<file path="config.mk">
export PLATFORM = sky130hd
export DESIGN_NAME = throw_trajectory_flat
export DESIGN_NICKNAME = d
export VERILOG_FILES = /design/src/rtl/throw_pkg.sv /design/src/rtl/vga_if.sv /design/src/rtl/throw_ball_draw.sv /design/src/rtl/throw_trajectory.sv /design/src/flat_wrapper.sv
export SDC_FILE = /design/constraint.sdc
export NUM_CORES = 1
export LEC_CHECK = 0
export ABC_CLOCK_PERIOD_IN_PS = 7700
export CAP_MARGIN = 20
export CORE_UTILIZATION = 25
export CTS_CLUSTER_DIAMETER = 150
export CTS_CLUSTER_SIZE = 30
export DETAILED_ROUTE_END_ITERATION = 7
export PLACE_DENSITY = 0.47
export SLEW_MARGIN = 20
export SYNTH_ARGS = -nofsm -noshare
export SYNTH_HDL_FRONTEND = slang
export SYNTH_HIERARCHICAL = 1
export SYNTH_SLANG_ARGS = --single-unit
</file>
<file path="constraint.sdc">
create_clock -name clk -period 7.7 [get_ports clk]
set_input_delay 1.54 -clock clk [delete_from_list [all_inputs] [get_ports clk]]
set_output_delay 1.54 -clock clk [all_outputs]
set_load 0.02 [all_outputs]
</file>
<file path="src/rtl/throw_pkg.sv">
// Shared types and constants for the projectile-flight stage.
package throw_pkg;

    typedef enum logic [1:0] {
        IDLE,
        ARM,
        FLIGHT,
        HOLD
    } state_t;

    localparam int FORCE_MAX = 128;
    localparam int FORCE_W   = 10;
    localparam int X_W       = 11;
    localparam int Y_W       = 11;
    localparam int VX_W      = 5;
    localparam int VY_W      = 8;

    // Saturate the charge-bar force so oversized values behave like a full charge.
    function automatic logic [FORCE_W-1:0] clip_force(input logic [FORCE_W-1:0] raw);
        clip_force = (raw > FORCE_W'(FORCE_MAX)) ? FORCE_W'(FORCE_MAX) : raw;
    endfunction

endpackage

</file>
<file path="src/rtl/vga_if.sv">
// VGA pixel-stream bundle: timing counters, sync/blank flags and 12-bit colour.
interface vga_if;
    logic [10:0] vcount;
    logic        vsync;
    logic        vblnk;
    logic [10:0] hcount;
    logic        hsync;
    logic        hblnk;
    logic [11:0] rgb;

    modport vga_in (
        input vcount, vsync, vblnk, hcount, hsync, hblnk, rgb
    );

    modport vga_out (
        output vcount, vsync, vblnk, hcount, hsync, hblnk, rgb
    );
endinterface

</file>
<file path="src/rtl/throw_ball_draw.sv">
// Combinational ball overlay; every stream field except rgb passes straight through.
module throw_ball_draw
    import throw_pkg::*;
#(
    parameter int          BALL_SIZE = 8,
    parameter logic [11:0] BALL_RGB  = 12'hFFF
) (
    input  logic        [X_W-1:0] ball_x,
    input  logic signed [Y_W-1:0] ball_y,
    vga_if.vga_in                 vga_in,
    vga_if.vga_out                vga_out
);

    logic        [X_W:0] h_pos;
    logic        [X_W:0] x_lo;
    logic        [X_W:0] x_hi;
    logic signed [Y_W:0] v_pos;
    logic signed [Y_W:0] y_lo;
    logic signed [Y_W:0] y_hi;
    logic                ball_on;

    // Hit test: one extra bit keeps x+BALL_SIZE from wrapping; y is compared signed
    // so a ball above the top edge is clipped instead of wrapping to the bottom.
    always_comb begin
        h_pos   = {1'b0, vga_in.hcount};
        x_lo    = {1'b0, ball_x};
        x_hi    = x_lo + (X_W+1)'(BALL_SIZE);
        v_pos   = $signed({1'b0, vga_in.vcount});
        y_lo    = {ball_y[Y_W-1], ball_y};
        y_hi    = y_lo + (Y_W+1)'(BALL_SIZE);
        ball_on = (h_pos >= x_lo) && (h_pos < x_hi) && (v_pos >= y_lo) && (v_pos < y_hi);
    end

    assign vga_out.vcount = vga_in.vcount;
    assign vga_out.vsync  = vga_in.vsync;
    assign vga_out.vblnk  = vga_in.vblnk;
    assign vga_out.hcount = vga_in.hcount;
    assign vga_out.hsync  = vga_in.hsync;
    assign vga_out.hblnk  = vga_in.hblnk;
    assign vga_out.rgb    = ball_on ? BALL_RGB : vga_in.rgb;

endmodule

</file>
<file path="src/rtl/throw_trajectory.sv">
// Projectile flight: samples the released throw force, integrates a parabola once
// per frame (vsync rising edge) and overlays the ball on the pixel stream.
module throw_trajectory
    import throw_pkg::*;
#(
    parameter int          X0          = 120,
    parameter int          Y0          = 600,
    parameter int          GROUND_Y    = 700,
    parameter int          X_MAX       = 1023,
    parameter int          BALL_SIZE   = 8,
    parameter int          GRAVITY     = 1,
    parameter int          HOLD_FRAMES = 60,
    parameter logic [11:0] BALL_RGB    = 12'hFFF
) (
    input  logic               clk,
    input  logic               rst,
    input  logic               space,
    input  logic [FORCE_W-1:0] throw_force,
    output logic               in_flight,
    output logic               land_pulse,
    output logic               out_pulse,
    output logic [X_W-1:0]     land_x,
    vga_if.vga_in              vga_in,
    vga_if.vga_out             vga_out
);

    localparam int HC_W = $clog2(HOLD_FRAMES + 1);

    localparam logic        [X_W-1:0]  X0_C     = X_W'(X0);
    localparam logic signed [Y_W-1:0]  Y0_C     = Y_W'(Y0);
    localparam logic signed [Y_W-1:0]  GROUND_C = Y_W'(GROUND_Y);
    localparam logic        [X_W:0]    XMAX_C   = (X_W+1)'(X_MAX);
    localparam logic signed [VY_W-1:0] GRAV_C   = VY_W'(GRAVITY);
    localparam logic        [HC_W-1:0] HOLD_END = HC_W'(HOLD_FRAMES - 1);

    state_t state_reg, state_next;

    logic                   space_reg;
    logic                   vsync_reg;
    logic        [X_W-1:0]  x_reg;
    logic signed [Y_W-1:0]  y_reg;
    logic        [VX_W-1:0] vx_reg;
    logic signed [VY_W-1:0] vy_reg;
    logic        [HC_W-1:0] hold_cnt_reg;
    logic                   land_pulse_reg;
    logic                   out_pulse_reg;
    logic        [X_W-1:0]  land_x_reg;

    logic                   space_fall;
    logic                   frame_tick;
    logic [FORCE_W-1:0]     force_clip;
    logic [VX_W-1:0]        vx_launch;
    logic signed [VY_W-1:0] vy_launch;
    logic        [X_W:0]    x_sum;
    logic signed [Y_W-1:0]  y_diff;
    logic                   x_exit;
    logic                   y_land;
    logic                   hold_done;

    assign space_fall = space_reg & ~space;
    assign frame_tick = vga_in.vsync & ~vsync_reg;

    // Launch velocities: vx = f/8 + 1 (1..17), vy = f/4 (0..32, upward positive).
    assign force_clip = clip_force(throw_force);
    assign vx_launch  = VX_W'((force_clip >> 3) + FORCE_W'(1));
    assign vy_launch  = $signed(VY_W'(force_clip >> 2));

    // Next position from the current velocity; x keeps a carry bit for the edge test.
    assign x_sum     = {1'b0, x_reg} + (X_W+1)'(vx_reg);
    assign y_diff    = y_reg - $signed({{(Y_W-VY_W){vy_reg[VY_W-1]}}, vy_reg});
    assign x_exit    = x_sum > XMAX_C;
    assign y_land    = y_diff >= GROUND_C;
    assign hold_done = (hold_cnt_reg == HOLD_END);

    assign in_flight  = (state_reg == FLIGHT);
    assign land_pulse = land_pulse_reg;
    assign out_pulse  = out_pulse_reg;
    assign land_x     = land_x_reg;

    // Registered copies of space and vsync for edge detection.
    always_ff @(posedge clk or posedge rst) begin
        if (rst) begin
            space_reg <= 1'b0;
            vsync_reg <= 1'b0;
        end else begin
            space_reg <= space;
            vsync_reg <= vga_in.vsync;
        end
    end

    // State register.
    always_ff @(posedge clk or posedge rst) begin
        if (rst) begin
            state_reg <= IDLE;
        end else begin
            state_reg <= state_next;
        end
    end

    // Next-state logic; space edges outside IDLE are simply not looked at.
    always_comb begin
        state_next = state_reg;
        case (state_reg)
            IDLE:    if (space_fall) state_next = ARM;
            ARM:     state_next = FLIGHT;
            FLIGHT:  if (frame_tick && (x_exit || y_land)) state_next = HOLD;
            HOLD:    if (frame_tick && hold_done) state_next = IDLE;
            default: state_next = IDLE;
        endcase
    end

    // Physics, hold counter and landing/exit strobes.
    always_ff @(posedge clk or posedge rst) begin
        if (rst) begin
            x_reg          <= X0_C;
            y_reg          <= Y0_C;
            vx_reg         <= '0;
            vy_reg         <= '0;
            hold_cnt_reg   <= '0;
            land_pulse_reg <= 1'b0;
            out_pulse_reg  <= 1'b0;
            land_x_reg     <= '0;
        end else begin
            land_pulse_reg <= 1'b0;
            out_pulse_reg  <= 1'b0;
            case (state_reg)
                ARM: begin
                    vx_reg <= vx_launch;
                    vy_reg <= vy_launch;
                end
                FLIGHT: begin
                    if (frame_tick) begin
                        x_reg        <= x_sum[X_W-1:0];
                        vy_reg       <= vy_reg - GRAV_C;
                        hold_cnt_reg <= '0;
                        // Leaving the screen wins over touching the ground.
                        if (x_exit) begin
                            y_reg         <= y_diff;
                            out_pulse_reg <= 1'b1;
                        end else if (y_land) begin
                            y_reg          <= GROUND_C;
                            land_x_reg     <= x_sum[X_W-1:0];
                            land_pulse_reg <= 1'b1;
                        end else begin
                            y_reg <= y_diff;
                        end
                    end
                end
                HOLD: begin
                    if (frame_tick) begin
                        if (hold_done) begin
                            x_reg        <= X0_C;
                            y_reg        <= Y0_C;
                            vx_reg       <= '0;
                            vy_reg       <= '0;
                            hold_cnt_reg <= '0;
                        end else begin
                            hold_cnt_reg <= hold_cnt_reg + HC_W'(1);
                        end
                    end
                end
                default: ;
            endcase
        end
    end

    throw_ball_draw #(
        .BALL_SIZE (BALL_SIZE),
        .BALL_RGB  (BALL_RGB)
    ) u_draw (
        .ball_x  (x_reg),
        .ball_y  (y_reg),
        .vga_in  (vga_in),
        .vga_out (vga_out)
    );

endmodule

</file>
<file path="src/flat_wrapper.sv">
// flat-port wrapper written by rule: the top's interface ports become plain ports
module throw_trajectory_flat import throw_pkg::*;
#(
    parameter int          X0          = 120,
    parameter int          Y0          = 600,
    parameter int          GROUND_Y    = 700,
    parameter int          X_MAX       = 1023,
    parameter int          BALL_SIZE   = 8,
    parameter int          GRAVITY     = 1,
    parameter int          HOLD_FRAMES = 60,
    parameter logic [11:0] BALL_RGB    = 12'hFFF
)
  (clk, rst, space, throw_force, in_flight, land_pulse, out_pulse, land_x, vga_in_vcount, vga_in_vsync, vga_in_vblnk, vga_in_hcount, vga_in_hsync, vga_in_hblnk, vga_in_rgb, vga_out_vcount, vga_out_vsync, vga_out_vblnk, vga_out_hcount, vga_out_hsync, vga_out_hblnk, vga_out_rgb);
  vga_if vga_in_i ();
  vga_if vga_out_i ();
  input  logic clk;
  input  logic rst;
  input  logic space;
  input  logic [FORCE_W-1:0] throw_force;
  output logic in_flight;
  output logic land_pulse;
  output logic out_pulse;
  output logic [X_W-1:0] land_x;
  input wire logic [$bits(vga_in_i.vcount)-1:0] vga_in_vcount;
  input wire logic [$bits(vga_in_i.vsync)-1:0] vga_in_vsync;
  input wire logic [$bits(vga_in_i.vblnk)-1:0] vga_in_vblnk;
  input wire logic [$bits(vga_in_i.hcount)-1:0] vga_in_hcount;
  input wire logic [$bits(vga_in_i.hsync)-1:0] vga_in_hsync;
  input wire logic [$bits(vga_in_i.hblnk)-1:0] vga_in_hblnk;
  input wire logic [$bits(vga_in_i.rgb)-1:0] vga_in_rgb;
  output wire logic [$bits(vga_out_i.vcount)-1:0] vga_out_vcount;
  output wire logic [$bits(vga_out_i.vsync)-1:0] vga_out_vsync;
  output wire logic [$bits(vga_out_i.vblnk)-1:0] vga_out_vblnk;
  output wire logic [$bits(vga_out_i.hcount)-1:0] vga_out_hcount;
  output wire logic [$bits(vga_out_i.hsync)-1:0] vga_out_hsync;
  output wire logic [$bits(vga_out_i.hblnk)-1:0] vga_out_hblnk;
  output wire logic [$bits(vga_out_i.rgb)-1:0] vga_out_rgb;
  assign vga_in_i.vcount = vga_in_vcount;
  assign vga_in_i.vsync = vga_in_vsync;
  assign vga_in_i.vblnk = vga_in_vblnk;
  assign vga_in_i.hcount = vga_in_hcount;
  assign vga_in_i.hsync = vga_in_hsync;
  assign vga_in_i.hblnk = vga_in_hblnk;
  assign vga_in_i.rgb = vga_in_rgb;
  assign vga_out_vcount = vga_out_i.vcount;
  assign vga_out_vsync = vga_out_i.vsync;
  assign vga_out_vblnk = vga_out_i.vblnk;
  assign vga_out_hcount = vga_out_i.hcount;
  assign vga_out_hsync = vga_out_i.hsync;
  assign vga_out_hblnk = vga_out_i.hblnk;
  assign vga_out_rgb = vga_out_i.rgb;
  throw_trajectory #(.X0(X0), .Y0(Y0), .GROUND_Y(GROUND_Y), .X_MAX(X_MAX), .BALL_SIZE(BALL_SIZE), .GRAVITY(GRAVITY), .HOLD_FRAMES(HOLD_FRAMES), .BALL_RGB(BALL_RGB)) u_core (.clk(clk), .rst(rst), .space(space), .throw_force(throw_force), .in_flight(in_flight), .land_pulse(land_pulse), .out_pulse(out_pulse), .land_x(land_x), .vga_in(vga_in_i), .vga_out(vga_out_i));
endmodule
</file>
Word-level counts from Yosys, hierarchy flattened
Cells that the tools add are included.
{"block": "totals", "romBits": 0, "output_inout_bits": 52, "in_bits": 51, "ram_bits": 0, "ff_bits": 58, "memories": 0, "wordCells": 90, "latch_bits": 0}
{"block": "classes", "n_mul": 0, "n_div": 0, "n_shift": 0, "n_lt_le_gt_ge": 7, "eq_ne": 10, "mux": 34, "n_bitwise": 5, "n_addsub": 7, "reduce_logical": 16}
{"op": "$mux W11", "n": 8}
{"op": "$pmux W11 S2", "n": 2}
{"op": "$mux W8", "n": 3}
{"op": "$pmux W8 S3", "n": 1}
{"op": "$mux W6", "n": 3}
{"op": "$add A11 B4 Y12 const B", "n": 1}
{"op": "$add A11 B5 Y12", "n": 1}
{"op": "$add A11 B5 Y12 const B", "n": 1}
{"op": "$ge A12 B11 Y1", "n": 1}
{"op": "$gt A12 B10 Y1 const B", "n": 1}
{"op": "$lt A11 B12 Y1", "n": 1}
{"op": "$lt A12 B12 Y1", "n": 1}
{"op": "$mux W12", "n": 1}
{"op": "$ne A2 B1 Y1 const B", "n": 6}
{"op": "$pmux W6 S2", "n": 1}
{"op": "$reduce_and A4 Y1", "n": 3}
{"op": "$ge A11 B11 Y1", "n": 1}
{"op": "$ge A11 B11 Y1 const B", "n": 1}
{"op": "$sub A11 B8 Y11", "n": 1}
{"op": "$gt A10 B8 Y1 const B", "n": 1}
{"op": "$mux W10", "n": 1}
{"op": "$mux W5", "n": 2}
{"op": "$pmux W5 S2", "n": 1}
{"op": "$reduce_and A3 Y1", "n": 3}
{"op": "16 further kinds", "n": 33}

Depth between registers and ports, before layout
{"block": "depth", "depth_word": 6, "ltp_mapped": 12, "depth_no_buf": 11}

By module
Netlist, hierarchy kept.
{"module": "throw_trajectory", "n_inst": 1, "seq_area_each_um2": 1461.4, "cells_each": 397, "area_each_um2": 3694.8}
{"module": "throw_ball_draw", "n_inst": 1, "seq_area_each_um2": 0.0, "cells_each": 185, "area_each_um2": 1451.4}

Least setup slack after synthesis
No wires, ideal clock.
{"block": "synth_path", "kind": "input-to-output", "start": "input vga_in_hcount[10]", "end": "output vga_out_rgb[10]", "t_arrival_ns": 2.971, "cell_stages": 8, "slack_ns": 3.189, "path_buffers": 1, "required_time_ns": 6.160, "path_cell_list": "ha_1 > a21oi_1 > nand2_1 > a221o_1 > a31oi_2 > nand3_2 > buf_6 > o21bai_2"}
{"block": "synth_via", "elab_chain_len": 5, "word_cells_on_any_way": 6, "cone_classes": "order compare: 2; mux: 1; reduce/logical: 3"}
{"item": "start, declared", "line": "flat_wrapper.sv:27", "rtl": "input wire logic [$bits(vga_in_i.hcount)-1:0] vga_in_hcount;"}
{"item": "$lt A11 B12 Y1 / $ge A11 B11 Y1 (equally long branches)", "line": "throw_ball_draw.sv:31", "rtl": "ball_on = (h_pos >= x_lo) && (h_pos < x_hi) && (v_pos >= y_lo) && (v_pos < y_hi);"}
{"item": "$logic_and A1 B1 Y1 (*) (3 in a row)", "line": "throw_ball_draw.sv:31"}
{"item": "$mux W12 (*)", "line": "throw_ball_draw.sv:40", "rtl": "assign vga_out.rgb = ball_on ? BALL_RGB : vga_in.rgb;"}
{"item": "end, declared", "line": "flat_wrapper.sv:37", "rtl": "output wire logic [$bits(vga_out_i.rgb)-1:0] vga_out_rgb;"}
Every way passes the cells marked *; elsewhere a longest branch is shown, timed or not.

Final worst setup path
{"block": "layout_path", "start": "input vga_in_vcount[7]", "end": "output vga_out_rgb[11]"}
{"block": "layout_via", "elab_chain_len": 4, "word_cells_on_any_way": 5, "cone_classes": "order compare: 2; mux: 1; reduce/logical: 2"}
{"item": "start, declared", "line": "flat_wrapper.sv:24", "rtl": "input wire logic [$bits(vga_in_i.vcount)-1:0] vga_in_vcount;"}
{"item": "$ge A12 B11 Y1", "line": "throw_ball_draw.sv:31"}
{"item": "$logic_and A1 B1 Y1", "line": "throw_ball_draw.sv:31"}
{"item": "$logic_and A1 B1 Y1 (*)", "line": "throw_ball_draw.sv:31"}
{"item": "$mux W12 (*)", "line": "throw_ball_draw.sv:40"}
Marks and branches as above.

==> flow_metrics.env <==
export IMPL_post_cts_resized=0
export IMPL_synth_seq_cells=58
export IMPL_intPower_uw=1380
export IMPL_synth_distinct_cells=77
export IMPL_synth_cells=582
export IMPL_antenna_found_initial=0
export IMPL_die_y_um=145
export IMPL_start_util_pct=25.4
export IMPL_hold_start="u_core/land_x[10]"
export IMPL_post_cts_setup_buffer_count=0
export IMPL_clk_pin_slew_ps=60
export IMPL_yosys_top_cells_count="62 x ha_1, 50 x dfrtp_1, 48 x nand2_1, 45 x inv_1"
export IMPL_clock_sinks=58
export IMPL_vias_per_cell=4.77
export IMPL_first_global_vias=4396
export IMPL_r2r_setup_slack_ps=4260
export IMPL_numCtsBuffers=9
export IMPL_ctsHoldBuffers=0
export IMPL_clock_power_share_pct=17.2
export IMPL_track_usage_pct=12.8
export IMPL_grt_pass1_wl_mm=22.1
export IMPL_synth_area_leader_cell="dfrtp_1"
export IMPL_violations="DRC"
export IMPL_cts_tree="built"
export IMPL_holdPathEnd="u_core/land_x[10]"
export IMPL_ios=103
export IMPL_async_flop_share_pct=100
export IMPL_die_w_um=145
export IMPL_netlist_area_um2=5150
export IMPL_synth_top_area_share_pct=24.3
export IMPL_coreArea_um2=20200
export IMPL_period_minus_slack_ps=5840
export IMPL_grt_overflow_total=0
export IMPL_reg2reg_to="u_core/land_x[8]"
export IMPL_yosys_top_cells_area="dfrtp_1 24%, ha_1 15%, dfstp_2 4.1%"
export IMPL_avgSynthCellArea_um2=8.84
export IMPL_worstSetupEndpointType="output port"
export IMPL_rsz0062_at_grt="false"
export IMPL_p_switching_uw=1180
export IMPL_diodes=0
export IMPL_finClkSkew_ps=5.69
export IMPL_area_growth_pct=26.3
export IMPL_max_slew_margin_pct=38.0
export IMPL_hold_violations=0
export IMPL_slew_violations=0
export IMPL_avgRoutedWirePerCell_um=14.2
export IMPL_crit_arrival_ps=4300
export IMPL_drive_above_1_share_pct=10.7
export IMPL_worst_skew_pair_late_latency_ps=330
export IMPL_cellLeakagePower_uw=0.00282
export IMPL_fin_nets=763
export IMPL_comb_power_share_pct=61.7
export IMPL_whs_path_depth=1
export IMPL_ant_nets=0
export IMPL_syn_nets=697
export IMPL_wirelength_mm=13.1
export IMPL_hold_class="register to register"
export IMPL_synth_edf_count=0
export IMPL_yosys_cell_count_top_type="ha_1"
export IMPL_stdcell_area_um2=6500
export IMPL_fmax_ghz=0.171
export IMPL_switching_share_pct=46.1
export IMPL_synth_top_flop_cell="dfrtp_1"
export IMPL_critPathLaunch="vga_in_vcount[7]"
export IMPL_crit_type="input port to output port"
export IMPL_power_density_nw_per_um2=394
export IMPL_grt_start_max_net_pins=59
export IMPL_rows=52
export IMPL_fin_setup_tns_ps=0
export IMPL_worstMarginPinSlew_ps=928
export IMPL_cts_root_buffer="clkbuf_16"
export IMPL_drc_errors=1
export IMPL_port_buffers=94
export IMPL_cp_start_kind="input port"
export IMPL_globalplace_congestion=0.834
export IMPL_run_status="complete, but fails checks"
export IMPL_worstPathRequired_ps=6160
export IMPL_drt_initial_drc_count=172
export IMPL_post_dp_cell_area_um2=6170
export IMPL_dieArea_um2=21200
export IMPL_firstDrtPassIters=6
export IMPL_critPathMaxFanout=12
export IMPL_yosysWarnings=6
export IMPL_r2r_cells=10
export IMPL_place_hpwl_mm=10.3
export IMPL_clk_path_buf_depth=2
export IMPL_final_setup_viol_count=0
export IMPL_vdd_drop_max_uv=118
export IMPL_maxCapViolCount=0
export IMPL_rr_startpoint="u_core/y_reg[0]"
export IMPL_synth_seq_area_share_pct=28.4
export IMPL_cts_htree_levels=3
export IMPL_power_frac_seq_pct=21.1
export IMPL_period_share_pct=75.9
export IMPL_num_vias=4404
[final cells by class]
| class | count | area, µm² |
|---|---|---|
| Multi-Input combinational cell | 436 | 3230 |
| Timing Repair Buffer | 98 | 971 |
| Inverter | 45 | 169 |
| Clock inverter | 7 | 103 |
| Sequential cell | 58 | 1460 |
| Clock buffer | 9 | 225 |
| Tap cell | 270 | 338 |
| Fill cell | 2094 | 13700 |
[power groups by stage]
stage	clock network, µW	logic, µW	registers, µW
after detailed placement	0	1580	547
after global routing	471	1760	561
after global placement	0	1540	545
after floorplan	0	1200	526
final	441	1580	540
after CTS	454	1580	541
[how the worst max path moves through the flow]
stage	slack [ps]	endpoint	depth (start not counted)
global route	1690	vga_out_rgb[0]	9
detailed placement	1840	vga_out_rgb[7]	8
global placement	1890	vga_out_rgb[11]	10
finish	1860	vga_out_rgb[11]	8
CTS	1850	vga_out_rgb[7]	8
floorplan	3190	vga_out_rgb[10]	8
[per-stage QoR]
step	total power (µW)	setup slack, ps	utilization [%]	hold slack, ps	std cells
after global placement	2090	1890	30.5	469	906
after detailed placement	2120	1840	30.5	472	907
after floorplan	1730	3190	-	445	582
final	2560	1860	32.1	482	923
after CTS	2580	1850	32.1	489	923
after global routing	2800	1690	32.1	519	923
[worst max-delay path, cell delays in order]
cell	delay, ps
clkdlybuf4s50_1	470
ha_1	370
a2111oi_0	380
o21ai_0	150
o21ai_1	210
nand3_2	310
o21bai_1	240
clkdlybuf4s50_1	640
[layout by cell type, fill, tap and decap left out, types with 6 or more instances in the layout]
cell             count
nand4_1              6
nor2_1              35
clkbuf_16            9
a21oi_1             38
inv_1               44
a21o_1               7
a22o_1               8
xnor2_1             21
ha_1                62
clkdlybuf4s50_1     94
o21ai_1              6
o21bai_2            10
mux2_4               8
nor3_1              10
dfrtp_1             50
nor2b_1              6
nand3_1             19
o21ai_0             38
o31ai_1              7
dfstp_2              8
and3_1               8
xor2_1               6
nand2_1             48
[metal layers]
| metal | vias to the layer above | GRT usage [%] | routed length (µm) |
|---|---|---|---|
| met5 | - | 0 | 0 |
| met4 | 0 | 3.32 | 123 |
| met3 | 9 | 2.41 | 698 |
| met2 | 113 | 21.2 | 6000 |
| met1 | 2075 | 17.2 | 6310 |
| li1 | 2207 | - | - |
[cells by family after synthesis]
family / Yosys count / synth area share, %
AO/OA/AOI/OAI: 167 / 22.9
AND/OR/NAND/NOR: 165 / 16.0
buffers and inverters: 88 / 8.80
adder cells (fa/ha/maj): 64 / 15.9
flip-flops: 58 / 28.4
XOR/XNOR: 28 / 4.91
multiplexers: 12 / 3.19
No activity file was read; power rests on OpenSTA's default activity.
